**src/rtl/axis_framer.sv**
```systemverilog
// AXI-Stream framer: wraps a continuous payload stream into frames of
// SYNC word, 16-bit sequence number, then LENGTH payload words (tlast on the last).
module axis_framer #(
   parameter int          WIDTH  = 32,
   parameter int          LENGTH = 8,
   parameter logic [31:0] SYNC   = 32'h1ACFFC1D
) (
   input  logic             aclk,
   input  logic             areset,
   input  logic [WIDTH-1:0] s_axis_tdata,
   input  logic             s_axis_tvalid,
   output logic             s_axis_tready,
   output logic [WIDTH-1:0] m_axis_tdata,
   output logic             m_axis_tvalid,
   input  logic             m_axis_tready,
   output logic             m_axis_tlast
);
   localparam int               CNT_W     = $clog2(LENGTH + 1);
   localparam logic [CNT_W-1:0] CNT_LAST  = CNT_W'(LENGTH - 1);
   localparam logic [WIDTH-1:0] SYNC_WORD = WIDTH'(SYNC);

   typedef enum logic [1:0] {IDLE, SEQ, PAYLOAD} state_t;

   state_t           state, next_state;
   logic [CNT_W-1:0] cnt, next_cnt;
   logic [15:0]      seq, next_seq;
   logic [WIDTH-1:0] next_data;
   logic             next_valid, next_last;
   logic             free;

   // The output register can take a new word when it is empty or being drained.
   assign free          = ~m_axis_tvalid | m_axis_tready;
   assign s_axis_tready = (state == PAYLOAD) & free;

   always_ff @(posedge aclk or posedge areset) begin
      if (areset) begin
         state         <= IDLE;
         cnt           <= '0;
         seq           <= '0;
         m_axis_tdata  <= '0;
         m_axis_tvalid <= 1'b0;
         m_axis_tlast  <= 1'b0;
      end else begin
         state         <= next_state;
         cnt           <= next_cnt;
         seq           <= next_seq;
         m_axis_tdata  <= next_data;
         m_axis_tvalid <= next_valid;
         m_axis_tlast  <= next_last;
      end
   end

   always_comb begin
      next_state = state;
      next_cnt   = cnt;
      next_seq   = seq;
      next_data  = m_axis_tdata;
      next_valid = m_axis_tvalid;
      next_last  = m_axis_tlast;
      if (free) begin
         // Register drains unless a new word is loaded this cycle.
         next_valid = 1'b0;
         next_last  = 1'b0;
         case (state)
            IDLE: begin
               if (s_axis_tvalid) begin
                  next_data  = SYNC_WORD;
                  next_valid = 1'b1;
                  next_state = SEQ;
               end
            end
            SEQ: begin
               next_data  = WIDTH'(seq);
               next_valid = 1'b1;
               next_state = PAYLOAD;
            end
            PAYLOAD: begin
               if (s_axis_tvalid) begin
                  next_data  = s_axis_tdata;
                  next_valid = 1'b1;
                  if (cnt == CNT_LAST) begin
                     next_last  = 1'b1;
                     next_cnt   = '0;
                     next_seq   = seq + 16'd1;
                     next_state = IDLE;
                  end else begin
                     next_cnt = cnt + 1'b1;
                  end
               end
            end
            default: next_state = IDLE;
         endcase
      end
   end
endmodule

```
**config.mk**
```make
export PLATFORM = sky130hd
export DESIGN_NAME = axis_framer
export DESIGN_NICKNAME = d
export VERILOG_FILES = /design/src/rtl/axis_framer.sv
export SDC_FILE = /design/constraint.sdc
export NUM_CORES = 1
export LEC_CHECK = 0
export CORE_MARGIN = 8
export CORE_UTILIZATION = 48
export DETAILED_ROUTE_END_ITERATION = 10
export PLACE_DENSITY = 0.79
export SYNTH_ARGS = -nofsm -noshare
export SYNTH_HDL_FRONTEND = slang
export SYNTH_SLANG_ARGS = --single-unit
```
**constraint.sdc**
```tcl
create_clock -name aclk -period 2.8 [get_ports aclk]
set_input_delay 0.84 -clock aclk [delete_from_list [all_inputs] [get_ports aclk]]
set_output_delay 0.84 -clock aclk [all_outputs]
set_load 0.02 [all_outputs]
```
# --- Word-level counts from Yosys, hierarchy flattened ---
# Index checks and enable logic that the tools add are counted.
# Widths: inputs -> output; s select.
word_totals:
  word_cells: 37
  romBits: 0
  reg_bits: 56
  latch_bits: 0
  n_memories: 0
  ram_bits: 0
  in_bits: 36
classes:
  addsub: 2
  bitwise: 3
  magnitude_cmp: 0
  n_mul: 0
  n_reduce_logical: 7
  n_shift: 0
  eq_ne: 6
  div_mod_pow: 0
  n_mux: 13
op_table:
  columns: ["cell", "count"]
  rows:
  - ["$pmux 32 s3", 1]
  - ["$mux 32", 2]
  - ["$add 16x1->16 const B", 1]
  - ["$reduce_and 4->1", 3]
  - ["$mux 2", 3]
  - ["$pmux 2 s3", 1]
  - ["$add 4x1->4 const B", 1]
  - ["$eq 4x3->1 const B", 1]
  - ["$mux 1", 4]
  - ["$mux 4", 1]
  - ["$ne 2x2->1 const B", 2]
  - ["$reduce_and 3->1", 1]
  - ["$reduce_bool 3->1", 1]
  - ["$eq 2x1->1 const B", 1]
  - ["$eq 2x2->1 const B", 1]
  - ["$logic_not 2->1", 1]
  - ["$ne 2x1->1 const B", 1]
  - ["$pmux 1 s2", 1]
  - ["$reduce_or 2->1", 1]
  - ["$and 1x1->1", 1]
  - ["$not 1->1", 1]
  - ["$or 1x1->1", 1]

# --- Logic depth before layout (Yosys ltp) ---
# Gate-level depths: netlist (run 1).
logic_depth:
  depth_word: 4
  mapped_depth: 8

# --- Least setup slack after synthesis (run 1) ---
# Ideal clock, no wire load.
synth_path:
  path_type: "input port to output port"
  start: "input port m_axis_tready"
  end: "output port s_axis_tready"
  n_path_buf: 0
  required_ns: 1.960
  path_slack_ns: 0.599
  arrival_ns: 1.361
  path_stages: 2
  path_cell_list: "nand2b_1 > and2_1"
synth_via:
  elab_chain_len: 2
synth_lines:
  columns: ["item", "line", "text"]
  rows:
  - ["start: declaration", "15", "input logic m_axis_tready,"]
  - ["$or 1x1->1", "32", "assign free = ~m_axis_tvalid | m_axis_tready;"]
  - ["$and 1x1->1", "33", "assign s_axis_tready = (state == PAYLOAD) & free;"]
  - ["end: declaration", "12", "output logic s_axis_tready,"]
# No other way between the ends.

# --- Worst setup path in the final report (run 1) ---
# Ends and elaborated chain as after synthesis.

==> results.py, run 1 <==
metrics = {
    "clock_network": {
        "htree_num_levels": 2,
        "cts_setup_buffers": 0,
        "cts_made_buffers": 5,
        "cts_tree": "built",
        "clock_latency_ps": 310,
        "cts.path.max_buffers": 2,
        "clkTransAtPathRegs_ps": 100,
        "cts_root_buffer": "clkbuf_8",
        "numClockSinks": 56,
    },
    "timing": {
        "skew_ps": 9.88,
        "slew_violations": 0,
        "fin_hold_ws_ps": 481,
        "fin_crit_sh_pct": 96.6,
        "max_freq_mhz": 370,
        "slew_headroom_pct": 60.7,
        "setup_violations": 0,
        "post-route-min-period_ps": 2700,
        "rsz0062_at_grt": "false",
        "tightestPinTransition_ps": 587,
        "hold_viol_final": 0,
    },
    "pwr": {
        "pwr-share-comb_pct": 51.4,
        "clockPowerShare_pct": 15.1,
        "p_int_mw": 2.25,
        "p_total_mw": 3.74,
        "peakVddDrop_mv": 0.611,
        "switching_share_pct": 39.9,
        "power_density_mw_per_mm2": 1040,
        "pwr-share-seq_pct": 33.5,
        "power.switching_mw": 1.49,
        "total_leakage_power_nw": 1.61,
    },
    "logic_synthesis": {
        "yosysSeqAreaShare_pct": 52.8,
        "avgSynthCellArea_um2": 10.4,
        "synthFlopType": "dfrtp_1",
        "async_reset_ff_share_pct": 100,
        "synthTopCellsByArea": "dfrtp_1 (53%), nand2_1 (5.2%), a22oi_1 (4.2%)",
        "synth-edff-count": 0,
        "ys_ff_latch": 56,
        "synth_cells": 254,
        "synth_top_area_share_pct": 52.8,
        "yosys_warnings": 0,
        "synth.distinct_cells": 35,
        "synth_top_cell_by_area": "dfrtp_1",
        "syn_nets": 297,
        "netlist_area_mm2": 0.00265,
    },
    "route": {
        "ant_nets": 0,
        "wl_per_cell_um": 16.2,
        "drc": 0,
        "dr.pass1.iters": 4,
        "routed_wl_mm": 6.42,
        "vias_per_cell": 5.37,
        "drt_iter0_markers": 86,
        "vias": 2131,
    },
    "floorplanning": {
        "die_x_um": 90.4,
        "start_util_pct": 48.8,
        "die_y_um": 90.4,
        "coreArea_mm2": 0.00544,
        "rows": 27,
        "dieArea_mm2": 0.00816,
        "num_io_pins": 71,
    },
    "final_layout": {
        "fin_util_pct": 66.0,
        "fin_nets": 367,
        "area_growth_syn_to_layout_pct": 35.2,
        "drive_gt1_share_pct": 8.62,
        "n_antenna_cell": 0,
    },
    "placement": {
        "io_buffer_count": 70,
        "place.gp.congestion": 0.768,
        "hpwl_mm": 4.75,
    },
    "global_route": {
        "first_global_vias": 2168,
        "antenna_found_initial": 0,
        "grt.overflow.total": 0,
        "track_usage_pct": 15.9,
        "grt_max_degree": 45,
        "grt_pass1_wl_mm": 10.8,
    },
    "outcome": {
        "status": "complete, no violations",
    },
    "hold_path": {
        "hp-class": "flop to flop",
    },
    "setup_path": {
        "crit_type": "primary input to output port",
        "cp_max_fo": 2,
        "start_kind": "primary input",
        "endpoint_kind": "output port",
        "critPathRequiredTime_ps": 1960,
        "arrival_ps": 1860,
    },
    "flow_run": {
        "cap_violations": 0,
    },
}
power groups by stage:
stage	sequential, mW	clock, mW	combinational (mW)
final	1.25	0.564	1.92
after global placement	1.26	0	1.90
after floorplan	1.53	0	0.860
after detailed placement	1.27	0	1.95
after CTS	1.25	0.573	1.95
after global routing	1.29	0.605	2.10
path summary, 6_finish.rpt:
| kind | start | to | slack (ps) | cells past startpoint |
|---|---|---|---|---|
| setup reg to reg | state[0]$_DFFE_PP0P_ | m_axis_tdata[15]$_DFFE_PP0P_ | 620 | 8 |
| hold / removal | seq[15]$_DFFE_PP0P_ | seq[15]$_DFFE_PP0P_ | 480 | 1 |
| setup / recovery | m_axis_tready | s_axis_tready | 100 | 4 |
| hold reg to reg | seq[15]$_DFFE_PP0P_ | seq[15]$_DFFE_PP0P_ | 480 | 1 |
| max in group asynchronous | areset | m_axis_tdata[8]$_DFFE_PP0P_ | 1500 | 3 |
| min in group asynchronous | areset | m_axis_tdata[24]$_DFFE_PP0P_ | 810 | 2 |
cells in the mapped netlist (7+ instances only):
library cell  count
a21o_1            9
a21oi_1          12
a22oi_1          15
clkbuf_1          8
dfrtp_1          56
ha_1              7
inv_1             7
nand2_1          37
nor2_1            7
nor2b_1          10
nor3_1            7
o21ai_0          19
o31ai_1           8
xnor2_1           7
xor2_1            9
logic make-up (layout without fill, tap and decap cells):
family                     Yosys count  after routing  synth area share (%)
buffers and inverters               22             93                  3.72
and+or+nand+nor                     82             82                  16.7
adders and majority gates            7              7                  3.30
muxes                                5              5                  2.12
AOI/OAI and AO/OA                   66             66                  16.1
xor gates and xnor gates            16             16                  5.28
DFF                                 56             56                  52.8
routing by layer:
metal	up-vias	GRT usage (%)	share of wire, %
met4	0	7.07	2.3
met3	12	3.16	4.5
met1	1035	19.9	46
met5	-	0	0
li1	1023	-	-
met2	61	25.9	48
critical path: stages:
cell	delay, ps
clkdlybuf4s50_1	410
nand2b_1	150
and2_1	150
dlygate4sd2_1	310
state kept, by name (all words and copies together) (netlist names):
name and cells:
m_axis_tdata 32, seq 16, cnt 4, state 2
m_axis_tlast 1, m_axis_tvalid 1
repair_timing:
action                                  in CTS  in global routing
gates resized for setup                      1                  0
endpoints found under the setup margin       1                  0
hold buffers                                 0                  0
per-stage QoR:
stage | instance area (um2) | setup TNS (ps) | setup WS (ps) | std cells
floorplan | 2650 | 0 | 589 | 254
global placement | 3470 | -172 | -172 | 389
detailed placement | 3470 | -182 | -182 | 389
CTS | 3590 | 0 | 91.5 | 397
global route | 3590 | 0 | 34.2 | 397
finish | 3590 | 0 | 95.5 | 397
area by class of cell:
type / instances / area [um2]
clock buffer: 6 / 82.6
clock inverter: 2 / 38.8
fill: 434 / 1850
inverter: 7 / 26.3
multi-input combinational: 176 / 1160
sequential: 56 / 1400
tap: 72 / 90.1
timing repair buffer: 78 / 785
cell usage in the layout (no fill, tap or decap), drive strengths merged, types with 3 or more instances in the layout:
cell type,Yosys,final
clkdlybuf4s50,0,69
dfrtp,56,56
nand2,37,37
o21ai,19,19
a22oi,15,15
a21oi,12,12
nor2b,10,10
a21o,9,9
xor2,9,9
o31ai,8,8
buf,7,8
nor2,7,7
nor3,7,7
xnor2,7,7
ha,7,7
inv,7,7
clkbuf,8,6
nand4,6,6
mux2,5,5
nand3,5,5
and2,3,3
(Power assumes the default switching activity.)
==> run 2, diff against run 1 <==
--- a/config.mk
+++ b/config.mk
@@ -6,8 +6,9 @@
 export NUM_CORES = 1
 export LEC_CHECK = 0
+export ABC_AREA = 1
 export CORE_MARGIN = 8
-export CORE_UTILIZATION = 48
+export CORE_UTILIZATION = 49
 export DETAILED_ROUTE_END_ITERATION = 10
-export PLACE_DENSITY = 0.79
+export PLACE_DENSITY = 0.8
 export SYNTH_ARGS = -nofsm -noshare
 export SYNTH_HDL_FRONTEND = slang
==> constraint.sdc (replaced) <==
create_clock -name aclk -period 2.8 [get_ports aclk]
set_input_delay 0.84 -clock aclk [delete_from_list [all_inputs] [get_ports aclk]]
set_output_delay 0.84 -clock aclk [all_outputs]
set_load 0.01 [all_outputs]
==> results.py, run 2 <==
metrics = {
    "setup_path": {
        "cp_common_cell": "inv_1",
        "critical-path-max-stage-delay_ps": 460,
        "reg2reg_to": "seq[0]$_DFFE_PP0P_",
        "critPathRequiredTime_ps": 1960,
        "path_buf_inv": 4,
        "cp_max_fo": 4,
        "arrival_ps": 1880,
        "cp.depth": 6,
        "worstSetupEndpoint": "s_axis_tready",
        "crit_type": "primary input to output port",
        "start_kind": "primary input",
        "crit_chain": "clkdlybuf4s50_1, inv_1, nand2_2, inv_1, nor2_4, clkdlybuf4s15_2",
        "r2r_cells": 7,
        "reg2reg_from": "state[0]$_DFFE_PP0P_",
        "cp_slowest_cell": "clkdlybuf4s50_1",
        "startpoint": "m_axis_tready",
        "regToRegSetupSlack_ps": 750,
        "crit_family": "buffers and inverters",
        "endpoint_kind": "output port",
    },
    "pwr": {
        "p_int_mw": 2.11,
        "peakVddDrop_mv": 0.567,
        "p_total_mw": 3.55,
        "pwr-share-seq_pct": 35.3,
        "total_leakage_power_nw": 1.79,
        "pwr-share-comb_pct": 51.4,
        "power.switching_mw": 1.44,
        "clockPowerShare_pct": 13.3,
        "switching_share_pct": 40.5,
        "power_density_mw_per_mm2": 950,
    },
    "route": {
        "drc": 0,
        "vias": 2574,
        "ant_nets": 0,
        "routed_wl_mm": 6.99,
        "drt_iter0_markers": 107,
        "vias_per_cell": 5.08,
        "dr.pass1.iters": 4,
        "wl_per_cell_um": 13.8,
    },
    "logic_synthesis": {
        "synth_compound_area_share_pct": 11.5,
        "synth.distinct_cells": 23,
        "synth_simple_gate_area_share_pct": 24.9,
        "yosysSeqAreaShare_pct": 49.3,
        "synth_top_cell_by_area": "dfrtp_1",
        "synth-edff-count": 0,
        "synthFlopType": "dfrtp_1",
        "netlist_area_mm2": 0.00285,
        "synthTopCellsByArea": "dfrtp_1 (49%), nand2_1 (17%), o21ai_0 (6.5%)",
        "synthXorXnorAreaFrac_pct": 2.77,
        "yosys_warnings": 0,
        "synth_top_family_by_area": "simple AND/OR/NAND/NOR gates",
        "synth_fa_ha_area_share_pct": 3.08,
        "synth_cells": 364,
        "synthMuxAreaShare_pct": 0,
        "syn_nets": 407,
        "synth_commonest_cells": "nand2_1 (128), dfrtp_1 (56), inv_1 (39)",
        "async_reset_ff_share_pct": 100,
        "ys_ff_latch": 56,
        "synth_top_area_share_pct": 49.3,
        "yosysMostFrequentCell": "nand2_1",
        "avgSynthCellArea_um2": 7.82,
    },
    "global_route": {
        "grt_max_degree": 59,
        "first_global_vias": 2592,
        "grt_pass1_wl_mm": 12.0,
        "track_usage_pct": 17.0,
        "grt.overflow.total": 0,
        "antenna_found_initial": 0,
    },
    "clock_network": {
        "cts_made_buffers": 5,
        "clkTransAtPathRegs_ps": 100,
        "cts.path.max_buffers": 2,
        "htree_num_levels": 2,
        "numClockSinks": 56,
        "cts_root_buffer": "clkbuf_8",
        "cts_tree": "built",
        "clock_latency_ps": 320,
        "ctsHoldBuffers": 0,
        "cts_setup_buffers": 0,
    },
    "final_layout": {
        "area_growth_syn_to_layout_pct": 31.2,
        "largest-register": "m_axis_tdata",
        "n_antenna_cell": 0,
        "largest_reg_flops": 32,
        "layout_common_cells": "nand2_1 (127), clkdlybuf4s50_1 (69), dfrtp_1 (56)",
        "largest_registers": "m_axis_tdata (32), seq (16), cnt (4)",
        "fin_util_pct": 67.0,
        "fin_nets": 477,
        "layout_commonest_cell": "nand2_1",
        "fin_cells": 507,
        "drive_gt1_share_pct": 6.44,
    },
    "timing": {
        "skew_ps": 11.0,
        "tns_ps": 0,
        "max_freq_mhz": 368,
        "setup_violations": 0,
        "fin_ws_ps": 80.4,
        "fin_crit_sh_pct": 97.1,
        "slew_violations": 0,
        "tightestPinTransition_ps": 607,
        "hold_viol_final": 0,
        "post-route-min-period_ps": 2720,
        "slew_headroom_pct": 59.4,
        "rsz0062_at_grt": "false",
    },
    "flow_run": {
        "cap_violations": 0,
    },
    "floorplanning": {
        "coreArea_mm2": 0.00557,
        "start_util_pct": 51.0,
        "num_io_pins": 71,
        "rows": 27,
        "die_x_um": 92.2,
        "dieArea_mm2": 0.00850,
        "die_y_um": 92.2,
    },
    "placement": {
        "place.gp.congestion": 0.864,
        "place_inst": 499,
        "io_buffer_count": 70,
        "hpwl_mm": 5.27,
        "place_ws_ps": -415,
    },
    "outcome": {
        "status": "complete, no violations",
    },
    "hold_path": {
        "hp-class": "flop to flop",
    },
}
run 2: cell types whose count changed after synthesis, sizes merged, moves of 4 or more:
cell | previous run | this run
nand2 | 37 | 129
xor2 | 9 | 5
a22oi | 15 | 0
mux2 | 5 | 0
nor2 | 7 | 27
nand3 | 5 | 19
nor3 | 7 | 0
a21o | 9 | 0
o31ai | 8 | 1
inv | 7 | 40
nor2b | 10 | 0
o21ai | 19 | 44
run 2: logic make-up after synthesis:
logic type               Yosys count
XOR/XNOR                           9
buffers and inverters             54
flip-flops                        56
adder cells (fa/ha/maj)            7
AO/OA/AOI/OAI                     60
AND/OR/NAND/NOR                  178
run 2: how the worst min path moves through the flow:
stage / cells after the start / to / slack [ps] / startpoint
global placement: 2 / m_axis_tdata[3]$_DFFE_PP0P_ / 470 / m_axis_tdata[3]$_DFFE_PP0P_
global route: 2 / m_axis_tdata[23]$_DFFE_PP0P_ / 520 / m_axis_tdata[23]$_DFFE_PP0P_
finish: 2 / m_axis_tdata[3]$_DFFE_PP0P_ / 490 / m_axis_tdata[3]$_DFFE_PP0P_
floorplan: 1 / seq[0]$_DFFE_PP0P_ / 470 / seq[0]$_DFFE_PP0P_
detailed placement: 2 / m_axis_tdata[3]$_DFFE_PP0P_ / 470 / m_axis_tdata[3]$_DFFE_PP0P_
CTS: 2 / m_axis_tdata[3]$_DFFE_PP0P_ / 500 / m_axis_tdata[3]$_DFFE_PP0P_
run 2: power groups by stage:
stage                     Combinational (mW)  Sequential, mW  Clock (mW)
after detailed placement                1.83            1.27           0
final                                   1.82            1.25       0.472
after global routing                    2.04            1.29       0.521
after CTS                               1.84            1.25       0.485
after floorplan                        0.975            1.36           0
after global placement                  1.78            1.25           0
run 2: timing repair:
item,CTS,global route
resized for setup,4,2
gates cloned,0,0
endpoints found under the setup margin,1,1
run 2: cell type report:
type | instances | area, um2
fillers | 466 | 1840
flip-flops and latches | 56 | 1400
inverters | 40 | 150
well taps | 72 | 90.1
clock inverters | 2 | 15.0
clock buffers | 6 | 82.6
repair buffers | 77 | 779
multi-input cells | 254 | 1210
run 2: through the flow:
step           hold WS [ps]  instance area [um2]
6_report                489                 3730
3_5_place_dp            471                 3620
2_1_floorplan           469                 2850
4_1_cts                 497                 3720
5_1_grt                 524                 3730
3_3_place_gp            465                 3620
run 2: worst reg2reg max path: stages (launching register included):
cell,delay [ps]
dfrtp_1,420
inv_1,150
ha_1,210
buf_4,260
nand4_1,190
nor2_4,400
buf_4,210
xor2_1,140
run 2: metal layers:
metal | global-route usage, % | vias to the layer above | part of all wire, %
met4 | 5.91 | 0 | 1.5
met2 | 27.7 | 78 | 48
met3 | 4.56 | 10 | 6.3
met5 | 0 | - | 0
li1 | - | 1279 | -
met1 | 21.2 | 1207 | 44
==> run 3, diff against run 2 <==
SLEW_MARGIN = 40   (was not set)
==> results of run 3 <==
The final DEF is identical to that of run 2; final timing and power are the same.
